**src/rtl/pipeline_dest_tracker.sv**
```systemverilog
// pipeline_dest_tracker: EX/MEM/WB destination-register, write-enable and load-flag tracking for hazard/forwarding
// Ports: clk, rst (async, active-high); ID_RD/ID_RF_E/ID_load_instr describe the instruction in ID;
// CUMUX_E/flush insert a bubble into EX; hold freezes every entry; RD_*/*_RF_E/EX_load are direct register outputs.
// Optional DEST_TRACK_STATS_EN adds parameter CNT_W and saturating stall_cnt/flush_cnt ports.
module pipeline_dest_tracker #(
  parameter int REG_W = 5
`ifdef DEST_TRACK_STATS_EN
  , parameter int CNT_W = 16
`endif
) (
  input  logic             clk,
  input  logic             rst,
  input  logic [REG_W-1:0] ID_RD,
  input  logic             ID_RF_E,
  input  logic             ID_load_instr,
  input  logic             CUMUX_E,
  input  logic             flush,
  input  logic             hold,
  output logic [REG_W-1:0] RD_EX,
  output logic [REG_W-1:0] RD_MEM,
  output logic [REG_W-1:0] RD_WB,
  output logic             EX_RF_E,
  output logic             MEM_RF_E,
  output logic             WB_RF_E,
`ifdef DEST_TRACK_STATS_EN
  output logic [CNT_W-1:0] stall_cnt,
  output logic [CNT_W-1:0] flush_cnt,
`endif
  output logic             EX_load
);
  logic bubble;
  logic load_mem;
  logic load_wb_unused;
  assign bubble = CUMUX_E | flush;
  always_ff @(posedge clk or posedge rst)
    if (rst) begin
      RD_EX          <= '0;
      RD_MEM         <= '0;
      RD_WB          <= '0;
      EX_RF_E        <= 1'b0;
      MEM_RF_E       <= 1'b0;
      WB_RF_E        <= 1'b0;
      EX_load        <= 1'b0;
      load_mem       <= 1'b0;
      load_wb_unused <= 1'b0;
    end else if (!hold) begin
      RD_WB          <= RD_MEM;
      WB_RF_E        <= MEM_RF_E;
      load_wb_unused <= load_mem;
      RD_MEM         <= RD_EX;
      MEM_RF_E       <= EX_RF_E;
      load_mem       <= EX_load;
      RD_EX          <= bubble ? '0 : ID_RD;
      // x0 never reports a write, so downstream compares cannot match it
      EX_RF_E        <= !bubble && ID_RF_E && (|ID_RD);
      EX_load        <= !bubble && ID_load_instr;
    end
`ifdef DEST_TRACK_STATS_EN
  always_ff @(posedge clk or posedge rst)
    if (rst) begin
      stall_cnt <= '0;
      flush_cnt <= '0;
    end else if (!hold) begin
      if (CUMUX_E && !(&stall_cnt)) stall_cnt <= stall_cnt + 1'b1;
      if (flush && !(&flush_cnt)) flush_cnt <= flush_cnt + 1'b1;
    end
`endif
endmodule

```
**config.mk**
```make
export PLATFORM = sky130hd
export DESIGN_NAME = pipeline_dest_tracker
export DESIGN_NICKNAME = d
export VERILOG_FILES = /design/src/rtl/pipeline_dest_tracker.sv
export SDC_FILE = /design/constraint.sdc
export NUM_CORES = 1
export LEC_CHECK = 0
export ABC_AREA = 1
export BUFFER_PORTS_ARGS = -buffer_cell sky130_fd_sc_hd__buf_2
export CAP_MARGIN = 20
export CORE_ASPECT_RATIO = 1.75
export CORE_UTILIZATION = 30
export DETAILED_ROUTE_END_ITERATION = 8
export GPL_ROUTABILITY_DRIVEN = 0
export PLACE_DENSITY = 0.57
export SETUP_SLACK_MARGIN = 0.15
export SYNTH_ARGS = -nofsm -noshare
export SYNTH_HDL_FRONTEND = slang
export SYNTH_SLANG_ARGS = --single-unit
```
**constraint.sdc**
```tcl
create_clock -name clk -period 1.1 [get_ports clk]
set_input_delay 0.11 -clock clk [delete_from_list [all_inputs] [get_ports clk]]
set_output_delay 0.11 -clock clk [all_outputs]
set_load 0.1 [all_outputs]
```
# [After elaboration in Yosys (flattened, before gate mapping)]
# Cells that the tools add are included.
# W data, S select, Z words.
[totals] inputBits=12 register_bits=19 wordCells=14 output_inout_bits=19
[op_classes] n_reduce_logical=5 mux=1 bitwise=1
[op_table] operator="$mux W5" n=1
[op_table] operator="$reduce_or A5 Y1" n=1
[op_table] operator="$logic_and A1 B1 Y1" n=3
[op_table] operator="$logic_not A1 Y1" n=1
[op_table] operator="$or A1 B1 Y1" n=1

# [Logic depth before layout (Yosys ltp)]
[logic_depth] ltp_word=4 ltp_mapped=5 ltp_nobuf=5

# [Least setup slack after synthesis]
# Ideal clock, no wire load.
[synth_timing] path_kind="reg-to-reg" startpoint="register, netlist name RD_EX[0]" endpoint="register RD_EX[0]" period_less_slack_ps=1319 path_buffers=0 t_arrival_ps=1237 setup_ps=82 path_slack_ps=-219 required_ps=1018 stages_incl_launch_ff=3 cell_sequence="dfrtp_1 -> inv_1 -> o22ai_2"
[synth_rtl] element="to (signal assigned)" line_no="53" rtl="RD_EX <= bubble ? '0 : ID_RD;"
[synth_rtl] element="to (decl)" line_no="19" rtl="output logic [REG_W-1:0] RD_EX,"

# [Worst setup path after layout]
[layout_timing] startpoint="register RD_EX[2]" endpoint="output RD_EX[2]"
# No word-level cell between the ends.

==> flow_summary.html <==
<table>
<tr><th>Metric</th><th>Value</th></tr>
<tr><th colspan="2">Status</th></tr>
<tr><td>Result of the run</td><td>completed</td></tr>
<tr><th colspan="2">Clocking</th></tr>
<tr><td>Source-to-sink clock delay at the later pin of the worst-skew pair</td><td>0.26 ns</td></tr>
<tr><td>Number of levels the H-tree was split into</td><td>1</td></tr>
<tr><td>Clock Pin Slew Worst Setup and Hold Paths</td><td>0.07 ns</td></tr>
<tr><td>CTS Root Buffer Type</td><td>sky130_fd_sc_hd__clkbuf_8</td></tr>
<tr><td>Clock buffer depth</td><td>2</td></tr>
<tr><td>Num CTS Buffers</td><td>3</td></tr>
<tr><td>Clock tree from TritonCTS</td><td>yes</td></tr>
<tr><td>Count of clock tree sinks</td><td>19</td></tr>
<tr><td>Count of instances resized after the clock tree is built</td><td>0</td></tr>
<tr><th colspan="2">Worst hold path</th></tr>
<tr><td>Class of the worst hold path</td><td>in -&gt; reg</td></tr>
<tr><td>Instance count along the most critical hold path</td><td>3</td></tr>
<tr><td>Beginning of the worst hold path</td><td>ID_load_instr</td></tr>
<tr><td>Hold Crit Endpoint</td><td>EX_load$_DFFE_PP0N_</td></tr>
<tr><th colspan="2">Yosys</th></tr>
<tr><td>Cell type contributing the most total cell area after synthesis</td><td>sky130_fd_sc_hd__dfrtp_1</td></tr>
<tr><td>Proportion of synthesized flip-flops having asynchronous set or reset</td><td>100%</td></tr>
<tr><td>Portion of synthesized cell area occupied by the leading cell type</td><td>57.8%</td></tr>
<tr><td>Warnings, synthesis</td><td>0</td></tr>
<tr><td>Top flip-flop cell by instance count after synthesis</td><td>sky130_fd_sc_hd__dfrtp_1</td></tr>
<tr><td>Syn_area_per_cell</td><td>9.56 um^2</td></tr>
<tr><td>Count of state elements after synthesis</td><td>19</td></tr>
<tr><td>Synth Cell Area</td><td>822 um^2</td></tr>
<tr><td>Syn_nets</td><td>98</td></tr>
<tr><td>Post-Synthesis Cells</td><td>86</td></tr>
<tr><td>Sequential area share after synthesis</td><td>57.8%</td></tr>
<tr><td>Number of synthesized flops with an enable pin</td><td>0</td></tr>
<tr><td>Dominant cells by area after synthesis</td><td>sky130_fd_sc_hd__dfrtp_1 58%, sky130_fd_sc_hd__nand2_1 14%, sky130_fd_sc_hd__nand2_2 7.6%, sky130_fd_sc_hd__o21ai_1 3.7%, sky130_fd_sc_hd__inv_1 3.7%</td></tr>
<tr><td>Synth cell count leaders</td><td>30 x sky130_fd_sc_hd__nand2_1, 19 x sky130_fd_sc_hd__dfrtp_1, 10 x sky130_fd_sc_hd__nand2_2, 8 x sky130_fd_sc_hd__inv_1, 6 x sky130_fd_sc_hd__o21ai_1</td></tr>
<tr><td>Unique cell type count in the Yosys netlist</td><td>13</td></tr>
<tr><td>Most frequent cell after synthesis</td><td>sky130_fd_sc_hd__nand2_1</td></tr>
<tr><th colspan="2">Drt</th></tr>
<tr><td>Remaining number of nets flagged by the antenna check after routing</td><td>0</td></tr>
<tr><td>First-pass DRT Iterations</td><td>4</td></tr>
<tr><td>Number of DRC markers after the initial detailed-route iteration</td><td>12</td></tr>
<tr><td>Post-detailed-route via-to-cell ratio</td><td>4.51</td></tr>
<tr><td># DRC</td><td>0</td></tr>
<tr><td>Routed wire length</td><td>1.72 mm</td></tr>
<tr><td>WL/cell</td><td>10.8 um</td></tr>
<tr><td>DR vias</td><td>722</td></tr>
<tr><th colspan="2">Power and ir drop</th></tr>
<tr><td>Cell Pwr Density</td><td>1420 nW/um^2</td></tr>
<tr><td>Maximum resistive drop on vdd</td><td>0.884 mV</td></tr>
<tr><td>Leakage</td><td>0.699 nW</td></tr>
<tr><td>Overall power of the completed layout</td><td>0.00206 W</td></tr>
<tr><th colspan="2">Timing</th></tr>
<tr><td>Setup_tns</td><td>0 ns</td></tr>
<tr><td>Worst max-slew margin expressed relative to the limit</td><td>79.9%</td></tr>
<tr><td>Slew Viols, Final</td><td>0</td></tr>
<tr><td>Pin slew with the least headroom to its limit</td><td>0.301 ns</td></tr>
<tr><td>Finish-stage setup viols</td><td>0</td></tr>
<tr><td>Final hold violation count</td><td>0</td></tr>
<tr><td>Final Skew</td><td>0.00656 ns</td></tr>
<tr><td>Fin crit period</td><td>1.04 ns</td></tr>
<tr><td>Period utilisation layout</td><td>94.4%</td></tr>
<tr><td>Minimum hold slack</td><td>0.0933 ns</td></tr>
<tr><td>Maximum achievable frequency</td><td>963 MHz</td></tr>
<tr><td>Unrepaired setup endpoints after global routing</td><td>yes</td></tr>
<tr><th colspan="2">Worst setup path</th></tr>
<tr><td>Buffering stage count on the worst path with inverters included</td><td>1</td></tr>
<tr><td>Startpoint of the worst register-to-register path</td><td>RD_MEM[1]$_DFFE_PP0N_</td></tr>
<tr><td>Worst setup path class</td><td>reg -&gt; out</td></tr>
<tr><td>Data arrival, critical path</td><td>0.93 ns</td></tr>
<tr><td>Cell breakdown of the critical path</td><td>buf_12</td></tr>
<tr><td>Kind of end point of the critical path</td><td>output pin</td></tr>
<tr><td>Worst Reg-to-Reg Cells</td><td>3</td></tr>
<tr><td>Family of cells with the greatest summed delay on the critical path</td><td>flip-flops</td></tr>
<tr><td>Kind of start point of the critical path</td><td>flip-flop</td></tr>
<tr><td>Startpoint of the most critical setup path</td><td>RD_EX[2]$_DFFE_PP0N_</td></tr>
<tr><td>R2R Setup Slk</td><td>0.28 ns</td></tr>
<tr><td>Worst endpoint required time</td><td>0.99 ns</td></tr>
<tr><td>Maximum fanout along the worst path</td><td>2</td></tr>
<tr><td>Maximum single-stage delay on the critical path</td><td>0.49 ns</td></tr>
<tr><td>Critical path's slowest cell</td><td>sky130_fd_sc_hd__dfrtp_4</td></tr>
<tr><td>Capture instance of the worst register-to-register path</td><td>RD_MEM[1]$_DFFE_PP0N_</td></tr>
<tr><th colspan="2">Placed design</th></tr>
<tr><td>Detail Placement HPWL</td><td>1.21 mm</td></tr>
<tr><td>I/O Buffers</td><td>30</td></tr>
<tr><td>Cell total after placement</td><td>141</td></tr>
<tr><th colspan="2">Final layout</th></tr>
<tr><td>Total inserted antenna cells</td><td>0</td></tr>
<tr><td>Syn-to-layout area delta</td><td>77.3%</td></tr>
<tr><td>Total number of nets in the final design</td><td>147</td></tr>
<tr><td>Fillers</td><td>222</td></tr>
<tr><td>Non-filler instance count after layout</td><td>160</td></tr>
<tr><td>Fraction of layout cells with a size suffix above 1</td><td>62.7%</td></tr>
<tr><th colspan="2">Floorplan</th></tr>
<tr><td>DIE HEIGHT</td><td>71.3 um</td></tr>
<tr><td>Cell Rows</td><td>24</td></tr>
<tr><td>Placeable Area</td><td>2550 um^2</td></tr>
<tr><td>Overall die width</td><td>41.6 um</td></tr>
<tr><td>Top-level port count</td><td>31</td></tr>
<tr><td>Initial cell density of the core</td><td>32.2%</td></tr>
<tr><td>Full die area</td><td>2960 um^2</td></tr>
<tr><th colspan="2">Global route</th></tr>
<tr><td>Number of antenna violations at the first check in global routing</td><td>0</td></tr>
<tr><td>Number of global-route vias before repair</td><td>691</td></tr>
<tr><td>Wire length of the first global-routing pass</td><td>2.99 mm</td></tr>
<tr><td>Grt ovf</td><td>0</td></tr>
<tr><td>GRT Util Overall</td><td>13.2%</td></tr>
<tr><td>Maximum number of pins on one net before global-route repair</td><td>20</td></tr>
<tr><th colspan="2">Job</th></tr>
<tr><td>Max_cap viols</td><td>0</td></tr>
</table>
[cells by family (layout without fill, tap and decap cells)]
family / Yosys count / after routing / share of synthesized area [%]
and+or+nand+nor: 44 / 44 / 23.3
DFF: 19 / 19 / 57.8
buffers and inverters: 12 / 60 / 9.28
AOI/OAI and AO/OA: 11 / 11 / 9.59
[stage by stage]
| stage | worst slack (ns) | cell area (um^2) | util [%] |
|---|---|---|---|
| detailed placement | 0.261 | 1300 | 50.8 |
| finish | 0.0613 | 1460 | 57.1 |
| global placement | 0.291 | 1300 | 50.8 |
| CTS | 0.0546 | 1460 | 57.1 |
| floorplan | 0.160 | 856 | - |
| global route | 0.0352 | 1460 | 57.1 |
[power breakdown]
part | internal (W) | switching, W | leakage [nW] | total (W)
logic | 0.000286 | 0.000486 | 0.447 | 0.000772
registers | 0.000761 | 0.0000537 | 0.227 | 0.000814
clock network | 0.000252 | 0.000225 | 0.0255 | 0.000477
[flip-flops by register name (all words and copies together) (netlist names)]
name	count
MEM_RF_E	1
RD_WB	5
RD_MEM	5
EX_RF_E	1
WB_RF_E	1
EX_load	1
RD_EX	5
[worst max path at each step]
stage | endpoint | slack (ns) | depth (start not counted)
floorplan | RD_EX[0]$_DFFE_PP0N_ | 0.16 | 2
detailed placement | EX_RF_E$_DFFE_PP0N_ | 0.26 | 6
finish | RD_EX[2] | 0.06 | 1
global placement | EX_RF_E$_DFFE_PP0N_ | 0.29 | 6
CTS | RD_EX[2] | 0.05 | 1
global route | RD_EX[0] | 0.04 | 1
[cell usage in the layout (no fill, tap or decap), drive strengths merged]
master / count
inv: 9
nand2: 40
nand3: 1
o22ai: 3
buf: 46
nor2: 3
clkbuf: 3
dlygate4sd3: 1
o21ai: 8
dfrtp: 19
clkinv: 1
[what timing repair did]
item                                   4_1_cts  5_1_grt
setup buffers                               14        0
endpoints found under the hold margin       19        0
hold buffers                                 1        0
setup endpoints to repair                   19       19
[layout make-up]
class                           count  area (um^2)  area share, %
Multi-Input combinational cell     55          270           18.5
Tap cell                           26         32.5           2.23
Timing Repair Buffer               47          566           38.8
Inverter                            9         33.8           2.32
Clock inverter                      1         5.00          0.343
Sequential cell                    19          509           34.9
Clock buffer                        3         41.3           2.83
[metal layers]
| layer | global-route usage (%) | up-vias | part of all wire (%) |
|---|---|---|---|
| met5 | 0 | - | 0 |
| met3 | 4.03 | 5 | 4.8 |
| met4 | 8.60 | 0 | 3.1 |
| met1 | 14.5 | 335 | 39 |
| li1 | - | 359 | - |
| met2 | 21.7 | 23 | 53 |
Note: power is estimated with default switching activity, not from simulation.
